`src/rtl/gfx_frame_arbiter.sv`:
```
// gfx_frame_arbiter: frame-atomic round-robin arbiter that shares
// the framebuffer pixel-write port between two pixel sources.
module gfx_frame_arbiter #(
    parameter int FB_WIDTH   = 640,
    parameter int FB_HEIGHT  = 480,
    parameter int PIXEL_BITS = 12,
    parameter int FB_X_BITS  = $clog2(FB_WIDTH),
    parameter int FB_Y_BITS  = $clog2(FB_HEIGHT)
) (
    input  logic                  clk,
    input  logic                  reset_n,
    input  logic                  s0_valid,
    output logic                  s0_ready,
    input  logic [FB_X_BITS-1:0]  s0_x,
    input  logic [FB_Y_BITS-1:0]  s0_y,
    input  logic [PIXEL_BITS-1:0] s0_color,
    input  logic                  s0_last,
    input  logic                  s1_valid,
    output logic                  s1_ready,
    input  logic [FB_X_BITS-1:0]  s1_x,
    input  logic [FB_Y_BITS-1:0]  s1_y,
    input  logic [PIXEL_BITS-1:0] s1_color,
    input  logic                  s1_last,
    output logic                  m_valid,
    input  logic                  m_ready,
    output logic [FB_X_BITS-1:0]  m_x,
    output logic [FB_Y_BITS-1:0]  m_y,
    output logic [PIXEL_BITS-1:0] m_color,
    output logic                  m_last,
    output logic                  grant_active,
    output logic                  grant_src,
    output logic                  frame_done,
    output logic                  range_err
);

    typedef enum logic [1:0] {
        ST_IDLE = 2'd0,
        ST_OWN0 = 2'd1,
        ST_OWN1 = 2'd2
    } state_t;

    localparam logic [31:0] X_LIM = FB_WIDTH;
    localparam logic [31:0] Y_LIM = FB_HEIGHT;

    state_t state_q, state_d;

    logic                  prio_q, prio_d;
    logic                  grant_src_q, grant_src_d;
    logic                  m_valid_q, m_valid_d;
    logic [FB_X_BITS-1:0]  m_x_q, m_x_d;
    logic [FB_Y_BITS-1:0]  m_y_q, m_y_d;
    logic [PIXEL_BITS-1:0] m_color_q, m_color_d;
    logic                  m_last_q, m_last_d;
    logic                  frame_done_q, frame_done_d;
    logic                  range_err_q, range_err_d;

    logic                  out_free;
    logic                  sel_valid;
    logic [FB_X_BITS-1:0]  sel_x;
    logic [FB_Y_BITS-1:0]  sel_y;
    logic [PIXEL_BITS-1:0] sel_color;
    logic                  sel_last;
    logic                  acc;
    logic                  in_range;

    // Owner's beat mux and accept/range qualification.
    always_comb begin
        out_free  = !m_valid_q || m_ready;
        sel_valid = 1'b0;
        sel_x     = s0_x;
        sel_y     = s0_y;
        sel_color = s0_color;
        sel_last  = s0_last;
        if (state_q == ST_OWN0) begin
            sel_valid = s0_valid;
        end else if (state_q == ST_OWN1) begin
            sel_valid = s1_valid;
            sel_x     = s1_x;
            sel_y     = s1_y;
            sel_color = s1_color;
            sel_last  = s1_last;
        end
        acc      = sel_valid && out_free;
        in_range = (32'(sel_x) < X_LIM) && (32'(sel_y) < Y_LIM);
    end

    // State register.
    always_ff @(posedge clk or negedge reset_n) begin
        if (!reset_n) begin
            state_q <= ST_IDLE;
        end else begin
            state_q <= state_d;
        end
    end

    // Next state: grant in IDLE, release on an accepted last beat.
    always_comb begin
        state_d = state_q;
        case (state_q)
            ST_IDLE: begin
                if (s0_valid && s1_valid) begin
                    state_d = prio_q ? ST_OWN1 : ST_OWN0;
                end else if (s0_valid) begin
                    state_d = ST_OWN0;
                end else if (s1_valid) begin
                    state_d = ST_OWN1;
                end
            end
            ST_OWN0, ST_OWN1: begin
                if (acc && sel_last) begin
                    state_d = ST_IDLE;
                end
            end
            default: state_d = ST_IDLE;
        endcase
    end

    // FSM outputs: only the owner sees ready, gated by output space.
    always_comb begin
        s0_ready     = 1'b0;
        s1_ready     = 1'b0;
        grant_active = 1'b0;
        case (state_q)
            ST_OWN0: begin
                grant_active = 1'b1;
                s0_ready     = out_free;
            end
            ST_OWN1: begin
                grant_active = 1'b1;
                s1_ready     = out_free;
            end
            default: ;
        endcase
    end

    // Datapath next values: output stage, priority, owner, status.
    always_comb begin
        m_valid_d    = m_valid_q;
        m_x_d        = m_x_q;
        m_y_d        = m_y_q;
        m_color_d    = m_color_q;
        m_last_d     = m_last_q;
        prio_d       = prio_q;
        grant_src_d  = grant_src_q;
        range_err_d  = range_err_q;
        frame_done_d = m_valid_q && m_ready && m_last_q;

        if (acc && in_range) begin
            m_valid_d = 1'b1;
            m_x_d     = sel_x;
            m_y_d     = sel_y;
            m_color_d = sel_color;
            m_last_d  = sel_last;
        end else if (m_valid_q && m_ready) begin
            m_valid_d = 1'b0;
        end

        if (acc && !in_range) begin
            range_err_d = 1'b1;
            if (sel_last) begin
                frame_done_d = 1'b1;
            end
        end

        if (acc && sel_last) begin
            prio_d = (state_q == ST_OWN0);
        end

        if (state_d == ST_OWN0) begin
            grant_src_d = 1'b0;
        end else if (state_d == ST_OWN1) begin
            grant_src_d = 1'b1;
        end
    end

    // Datapath registers.
    always_ff @(posedge clk or negedge reset_n) begin
        if (!reset_n) begin
            prio_q       <= 1'b0;
            grant_src_q  <= 1'b0;
            m_valid_q    <= 1'b0;
            m_x_q        <= '0;
            m_y_q        <= '0;
            m_color_q    <= '0;
            m_last_q     <= 1'b0;
            frame_done_q <= 1'b0;
            range_err_q  <= 1'b0;
        end else begin
            prio_q       <= prio_d;
            grant_src_q  <= grant_src_d;
            m_valid_q    <= m_valid_d;
            m_x_q        <= m_x_d;
            m_y_q        <= m_y_d;
            m_color_q    <= m_color_d;
            m_last_q     <= m_last_d;
            frame_done_q <= frame_done_d;
            range_err_q  <= range_err_d;
        end
    end

    assign m_valid    = m_valid_q;
    assign m_x        = m_x_q;
    assign m_y        = m_y_q;
    assign m_color    = m_color_q;
    assign m_last     = m_last_q;
    assign grant_src  = grant_src_q;
    assign frame_done = frame_done_q;
    assign range_err  = range_err_q;

endmodule

```
`config.mk`:
```
export PLATFORM = sky130hd
export DESIGN_NAME = gfx_frame_arbiter
export DESIGN_NICKNAME = d
export VERILOG_FILES = /design/src/rtl/gfx_frame_arbiter.sv
export SDC_FILE = /design/constraint.sdc
export NUM_CORES = 1
export LEC_CHECK = 0
export CAP_MARGIN = 20
export CORE_ASPECT_RATIO = 0.7
export CORE_UTILIZATION = 43
export DETAILED_ROUTE_END_ITERATION = 8
export GPL_TIMING_DRIVEN = 1
export PLACE_DENSITY_LB_ADDON = 0.15
export REMOVE_ABC_BUFFERS = 1
export SLEW_MARGIN = 5
export SYNTH_ARGS = -nofsm -noshare
export SYNTH_HDL_FRONTEND = slang
export SYNTH_SLANG_ARGS = --single-unit
```
`constraint.sdc`:
```
create_clock -name clk -period 5.65 [get_ports clk]
set_clock_uncertainty 0.05 [all_clocks]
set_input_delay 1.13 -clock clk [delete_from_list [all_inputs] [get_ports clk]]
set_output_delay 1.13 -clock clk [all_outputs]
set_load 0.03 [all_outputs]
```
=== Yosys cells after proc, flatten, opt, wreduce, memory -nomap -nowiden ===
Cells that the tools add are included.

* Word-level logic and storage cells: 56
* Bits in registers: 39
* Output and inout port bits: 39

* Order comparisons: 2
* Reductions and logical operators: 15
* Muxes and demuxes: 25
* Eq/ne operators: 4

{| class="wikitable"
|+ Operators by type and width
! operator !! count
|-
| 2-to-1 mux 12 bit || 2
|-
| 2-to-1 mux 10 bit || 2
|-
| 2-to-1 mux 9 bit || 2
|-
| 2-to-1 mux 1 bit || 13
|-
| < comparator 10 bit, second input constant || 1
|-
| 2-to-1 mux 2 bit || 5
|-
| < comparator 9 bit, second input constant || 1
|-
| logical AND 1 bit || 8
|-
| equality test 2 x 1 -> 1 bit, second input constant || 2
|-
| equality test 2 bit, second input constant || 2
|-
| one-hot mux 2 bit (2 select lines) || 1
|-
| nonzero test 2 bit || 2
|-
| zero test 1 bit || 2
|-
| zero test 2 bit || 1
|-
| OR reduction 2 bit || 1
|-
| logical OR 1 bit || 1
|}

=== Logic depth before layout (Yosys ltp) ===
Gate-level depths: netlist of run 1.

* Depth in word-level cells: 10
* Gate-level depth with buffers: 10
* Gate-level depth less buffers: 9

=== Worst setup path before layout of run 1 ===
OpenSTA, ideal clock, no wires.

* Path kind: in2out
* Start point: input port m_ready
* End point: output port s0_ready
* Stages: 2
* Slack: 2.957 ns
* Data required time: 4.470 ns
* Path buffers: 0
* Arrival time: 1.513 ns
* Cell sequence: nand2b_1 -> and2_1

* Word-level cells in the longest chain between the ends: 2

{| class="wikitable"
|+ RTL lines
! what !! RTL line !! RTL
|-
| start, declared || 25 || <nowiki>input logic m_ready,</nowiki>
|-
| logical OR 1 bit || 68 || <nowiki>out_free = !m_valid_q || m_ready;</nowiki>
|-
| 2-to-1 mux 1 bit || 123 || <nowiki>case (state_q)</nowiki>
|-
| end, declared || 13 || <nowiki>output logic s0_ready,</nowiki>
|}

No other way between the ends.

=== Worst setup path in the final report of run 1 ===
Same ends and word-level chain as after synthesis.

==> results of run 1 <==
==> power breakdown <==
part / switching (mW) / internal [mW] / total, mW / leakage, nW
Clock: 0.0978 / 0.0845 / 0.182 / 0.0477
Combinational: 0.528 / 0.503 / 1.03 / 0.803
Sequential: 0.0792 / 0.420 / 0.500 / 0.465
Total: 0.705 / 1.01 / 1.71 / 1.32
==> layer usage <==
layer / global-route usage / share of wire / vias to the layer above
li1: - / - / 775
met1: 0.265 / 0.46 / 758
met2: 0.311 / 0.44 / 68
met3: 0.0732 / 0.096 / 0
met4: 0.0436 / 0 / 0
met5: 0 / 0 / -
==> cell usage in the layout (no fill, tap or decap), types with 2 or more instances in the layout <==
cell	n
clkdlybuf4s50_1	106
mux2_2	58
dfrtp_1	39
ha_1	6
clkbuf_8	5
inv_1	4
mux2i_1	4
nor2_1	4
mux2_1	4
and2_1	3
nand2_1	3
a21oi_1	3
clkinv_2	3
nor2b_1	2
a21o_1	2
o211ai_1	2
nand4_1	2
buf_4	2
==> cells by family (layout without fill, tap and decap cells) <==
logic type	after synthesis	after routing	share of synthesized area
mux	67	67	0.363
fa+ha+maj	6	6	0.0362
buf+inv	11	121	0.0332
flops	39	39	0.470
compound gates	13	13	0.0482
simple gates	19	19	0.0489
==> stage by stage <==
step | power, mW | instances | utilization | hold slack (ns) | worst slack [ns]
after floorplan | 1.12 | 148 | - | 0.446 | 1.75
after global placement | 1.52 | 312 | 0.708 | 0.416 | 1.97
after detailed placement | 1.54 | 312 | 0.708 | 0.428 | 1.91
after CTS | 1.73 | 320 | 0.727 | 0.446 | 1.91
after global routing | 1.81 | 320 | 0.727 | 0.464 | 1.71
final | 1.71 | 320 | 0.727 | 0.434 | 1.92
==> flip-flops by register name (all words and copies together) (netlist names) <==
register,flops
m_color,12
m_x,10
m_y,9
state_q,2
frame_done,1
grant_src,1
m_last,1
m_valid,1
prio_q,1
range_err,1
==> area by class of cell <==
cell class              count  share of cell area
clock buffers               5              0.0211
clock inverters             3             0.00461
inverters                   4             0.00461
multi-input cells         105               0.317
flip-flops and latches     39               0.300
well taps                  55              0.0211
repair buffers            109               0.332
==> worst max-delay path by stage <==
stage / cells past startpoint / slack [ns] / from / to
floorplan: 6 / 1.75 / state_q[1] / m_color[0]
global route: 8 / 1.71 / state_q[1] / m_x[8]
global placement: 4 / 1.97 / m_ready / s0_ready
finish: 4 / 1.92 / m_ready / s0_ready
detailed placement: 4 / 1.91 / m_ready / s0_ready
CTS: 4 / 1.91 / m_ready / s0_ready
==> reports/metrics.csv, run 1 <==
stage,metric,value,unit
setup_path,worst reg2reg path endpoint,m_x[4],
setup_path,crit path kind,input pin to output port,
global_routing,GRT Util Overall,0.198,
synth,Avg Synthesized Cell Area,13.4,um2
hold_path,hold path depth,1,
synth,most common cell in the netlist,mux2_2,
timing,hold violation total from the final report,0,
setup_path,cells along the critical path,clkdlybuf4s50_1 > nand2b_1 > and2_1 > clkdlybuf4s50_1,
synth,Yosys reg bits,39,
drt,residual DRC count,0,
clock_network,worst-skew pair later-pin latency,0.28,ns
setup_path,reg-to-reg setup timing slack,1.95,ns
drt,via count,1601,
drt,First-pass DRT Iterations,4,
synth,cell taking the most area after synthesis,dfrtp_1,
synth,synth top area cells,"dfrtp_1 (47%), mux2_2 (31%), ha_1 (3.6%), mux2_1 (2.2%), mux2i_1 (1.9%)",
synth,"Cell Area, Synth",2070,um2
synth,ys async rst share,1.00,
clock_network,CTS tree,done,
placed_design,Area after DPL,3170,um2
synth,Yosys cell types,29,
layout,total area of sequential cells,976,um2
layout,synthesis-to-layout area growth,57.0,%
timing,setup TNS,0,ns
placed_design,DP HPWL,3700,um
layout,layout cells sized above 1,0.275,
floorplanning,die height,60.1,um
timing,RSZ-0062 raised after global routing,no,
clock_network,post-CTS setup buffer count,0,
pwr,worst IR drop on VDD,0.290,mV
floorplanning,Die W,85.0,um
setup_path,Worst path top cell family by delay,buffers and inverters,
timing,Max Clock Freq,0.268,GHz
synth,Synth Instances,155,
timing,Least-Margin Pin Slew,0.846,ns
drt,Iter 0 DRT Violations,25,
setup_path,Critical path buffers and inverters,2,
hold_path,min-delay src,range_err,
synth,"Seq/Total Area, Yosys",0.470,
drt,DRT antenna net count,0,
timing,Period minus WS final,3.73,ns
setup_path,"Arr. time, crit path",2.55,ns
layout,Fillers,355,
hold_path,hold crit path type,flop to flop,
clock_network,Clock Path Buffers,2,
global_routing,initial antenna violation count,0,
pwr,static leakage,1.32,nW
layout,# nets final,339,
floorplanning,number of I/O pins,108,
layout,design area,3260,um2
drt,Vias/cell,5.00,
clock_network,CTS-repair resized insts,0,
timing,Slew headroom,0.436,
setup_path,CP Max Fanout,3,
synth,Ys Warns,0,
drt,DRT Wirelength,4810,um
floorplanning,Row Count,20,
pwr,Power Dens Cells,526,nW/um2
clock_network,"Clk pin slew, worst setup/hold paths",0.08,ns
placed_design,GPL Wtd Cong,0.765,
setup_path,critical path capture point type,output port,
synth,Post-synth top cells,"mux2_2 (58), dfrtp_1 (39), ha_1 (6)",
setup_path,worst reg2reg path startpoint,state_q[1],
floorplanning,Die ar.,5110,um2
setup_path,most frequent CP cell,clkdlybuf4s50_1,
clock_network,total CTS buffers,5,
hold_path,hold endpoint,range_err,
placed_design,IO Port Bufs,107,
layout,multi-input logic area,1030,um2
run_status,status,"finished, final reports clean",
floorplanning,Initial Util,0.463,
timing,period utilization,0.660,
clock_network,Post-CTS Hold Buffers,0,
clock_network,Sink Count,39,
flow_run,maxcap violations,0,
setup_path,Critical Path Start Type,input pin,
setup_path,r2r worst-path depth,8,
synth,Synth Flop Type,dfrtp_1,
timing,Final setup viols,0,
global_routing,pin count of the biggest net entering global routing,40,
setup_path,max incr delay on CP,0.67,ns
clock_network,Root Buffer,clkbuf_8,
synth,"EDFF count, synth",0,
layout,Ant. Diodes,0,
global_routing,vias in the first global route,1589,
synth,Yosys top cell area share,0.470,
setup_path,Slowest cell on crit path,clkdlybuf4s50_1,
clock_network,Max H-tree Level,2,
global_routing,GRT Residual Overflow,0,
drt,routed len/inst,15.0,um
global_routing,first-pass GRT wire length,7690,um
timing,count of pins over their slew limit,0,
setup_path,worst path required time,4.47,ns
floorplanning,CORE AREA,4480,um2
(Power assumes the default switching activity.)
==> inputs of run 2 (changes only) <==
CORE_UTILIZATION = 40   (was 43)
clock period = 3.8 ns   (was 5.65 ns; I/O delays follow)
==> run 2 against run 1 <==
  * Register-to-register slack worse by 1.0 ns
  * Worst hold slack better by 0.0022 ns
  * Global-route usage is 2.0 points lower
  * Via count is 0.87% higher
  * Sequential power is 47% higher
  * Cell count is 5.0% higher
  * Count of clock-buffer cells in the layout is 2 higher
  * Critical path depth stayed put
==> reports/metrics.csv, run 2 (synthesized netlist as in run 1, its figures left out) <==
stage,metric,value,unit
floorplanning,number of I/O pins,108,
flow_run,maxcap violations,0,
timing,Least-Margin Pin Slew,0.867,ns
setup_path,Critical Path Start Type,input pin,
timing,Slew headroom,0.422,
drt,via count,1615,
global_routing,GRT Util Overall,0.179,
hold_path,min-delay src,m_color[1],
clock_network,worst-skew pair later-pin latency,0.28,ns
layout,synthesis-to-layout area growth,58.4,%
drt,Vias/cell,4.81,
floorplanning,Row Count,21,
placed_design,Placed Cells incl. Taps,328,
setup_path,crit path kind,input pin to output port,
layout,post-route insts no fill,336,
drt,DRT Wirelength,4650,um
pwr,switching share of power,0.406,
global_routing,GRT Residual Overflow,0,
timing,period utilization,0.782,
drt,DRT antenna net count,0,
clock_network,total CTS buffers,5,
timing,Period minus WS final,2.97,ns
setup_path,worst reg2reg path startpoint,state_q[1],
pwr,Switch Pwr,1.03,mW
drt,wire length on met2,1930,um
hold_path,hold endpoint,m_color[1],
placed_design,GPL Wtd Cong,0.763,
pwr,combinational share of power,0.606,
clock_network,Clock Path Buffers,2,
setup_path,worst reg2reg path endpoint,grant_src,
floorplanning,Die W,88.1,um
layout,most frequent cells in the layout,"clkdlybuf4s50_1 (106), mux2_2 (58), dfrtp_1 (39)",
placed_design,DP HPWL,3520,um
global_routing,vias in the first global route,1585,
setup_path,Slowest cell on crit path,clkdlybuf4s50_1,
floorplanning,Initial Util,0.424,
drt,residual DRC count,0,
placed_design,IO Port Bufs,107,
run_status,status,"finished, final reports clean",
pwr,clock power share,0.104,
clock_network,Sink Count,39,
setup_path,r2r worst-path depth,9,
setup_path,reg-to-reg setup timing slack,0.92,ns
drt,First-pass DRT Iterations,4,
global_routing,initial antenna violation count,0,
global_routing,pin count of the biggest net entering global routing,40,
timing,Worst Hold Slack,0.437,ns
layout,Ant. Diodes,0,
timing,Final setup viols,0,
floorplanning,die height,62.3,um
clock_network,CTS tree,done,
layout,"commonest non-fill, non-tap cell in the layout",clkdlybuf4s50_1,
layout,max reg flops,12,
drt,met3 WL,410,um
clock_network,"Clk pin slew, worst setup/hold paths",0.07,ns
hold_path,hold path depth,1,
pwr,static leakage,1.32,nW
pwr,Power Dens Cells,773,nW/um2
setup_path,Critical path buffers and inverters,2,
timing,count of pins over their slew limit,0,
floorplanning,Die ar.,5480,um2
drt,met1 wire length,2270,um
layout,# nets final,341,
layout,Final Util,0.673,
timing,Max Clock Freq,0.336,GHz
clock_network,Post-CTS Hold Buffers,0,
hold_path,hold crit path type,flop to flop,
floorplanning,CORE AREA,4890,um2
clock_network,CTS-repair resized insts,0,
clock_network,Max H-tree Level,2,
pwr,Internal Pwr Total,1.51,mW
placed_design,post-placement setup slack,0.828,ns
setup_path,most frequent CP cell,clkdlybuf4s50_1,
clock_network,Root Buffer,clkbuf_8,
setup_path,Worst path top cell family by delay,buffers and inverters,
setup_path,cells along the critical path,clkdlybuf4s50_1 > nand2b_1 > and2_1 > clkdlybuf4s50_1,
drt,routed len/inst,13.8,um
pwr,sequential share of power,0.290,
clock_network,post-CTS setup buffer count,0,
setup_path,max incr delay on CP,0.66,ns
timing,RSZ-0062 raised after global routing,no,
setup_path,CP Max Fanout,3,
global_routing,first-pass GRT wire length,7540,um
timing,setup ws final,0.827,ns
setup_path,"Arr. time, crit path",2.16,ns
timing,hold violation total from the final report,0,
drt,Iter 0 DRT Violations,35,
pwr,overall power,2.54,mW
layout,layout cells sized above 1,0.273,
setup_path,critical path capture point type,output port,
setup_path,worst path required time,2.99,ns
drt,Max Used Layer,met4,
pwr,worst IR drop on VDD,0.404,mV
==> run 2: cell count changes in the layout (fill, tap and decap cells not counted), sizes merged <==
cell,before,now
clkbuf,5,7
clkinv,3,1
buf,3,5
==> run 2: worst reg2reg max path: cells and delay by family, from the launching register on <==
family	cells	cell delay, ns
and+or+nand+nor	2	0.69
adders and majority gates	2	0.55
muxes	1	0.48
DFF	1	0.45
AOI/OAI and AO/OA	3	0.45
buffers and inverters	1	0.09
==> run 2: power groups by stage <==
stage          sequential, mW  combinational (mW)  clock, mW
2_1_floorplan            1.12               0.541          0
3_3_place_gp            0.738                1.54          0
3_5_place_dp            0.743                1.55          0
4_1_cts                 0.738                1.55      0.278
5_1_grt                 0.767                1.63      0.299
6_report                0.736                1.54      0.265
==> run 2: layer usage <==
metal | GRT usage | vias to the layer above
met5 | 0 | -
met4 | 0.0504 | 0
met3 | 0.0625 | 6
met2 | 0.269 | 62
met1 | 0.243 | 764
li1 | - | 783
==> run 2: worst max-delay path by stage <==
stage | startpoint | endpoint | slack [ns] | cells past startpoint
after floorplan | state_q[1] | m_color[0] | -0.10 | 6
after global placement | m_ready | s0_ready | 0.86 | 4
after detailed placement | m_ready | s1_ready | 0.83 | 4
after CTS | m_ready | s1_ready | 0.83 | 4
after global routing | state_q[1] | grant_src | 0.71 | 9
final | m_ready | s1_ready | 0.83 | 4
==> run 2: per-stage QoR <==
| step | setup TNS, ns | cell area [um2] |
|---|---|---|
| CTS | 0 | 3290 |
| detailed placement | 0 | 3210 |
| global placement | 0 | 3210 |
| global route | 0 | 3290 |
| finish | 0 | 3290 |
| floorplan | -3.00 | 2020 |
==> run 2: area by class of cell <==
type,count,area [um2]
flip-flops and latches,39,976
inverters,4,15.0
fillers,380,1600
multi-input cells,105,1030
clock inverters,1,5.00
repair buffers,111,1100
clock buffers,7,76.3
well taps,69,86.3
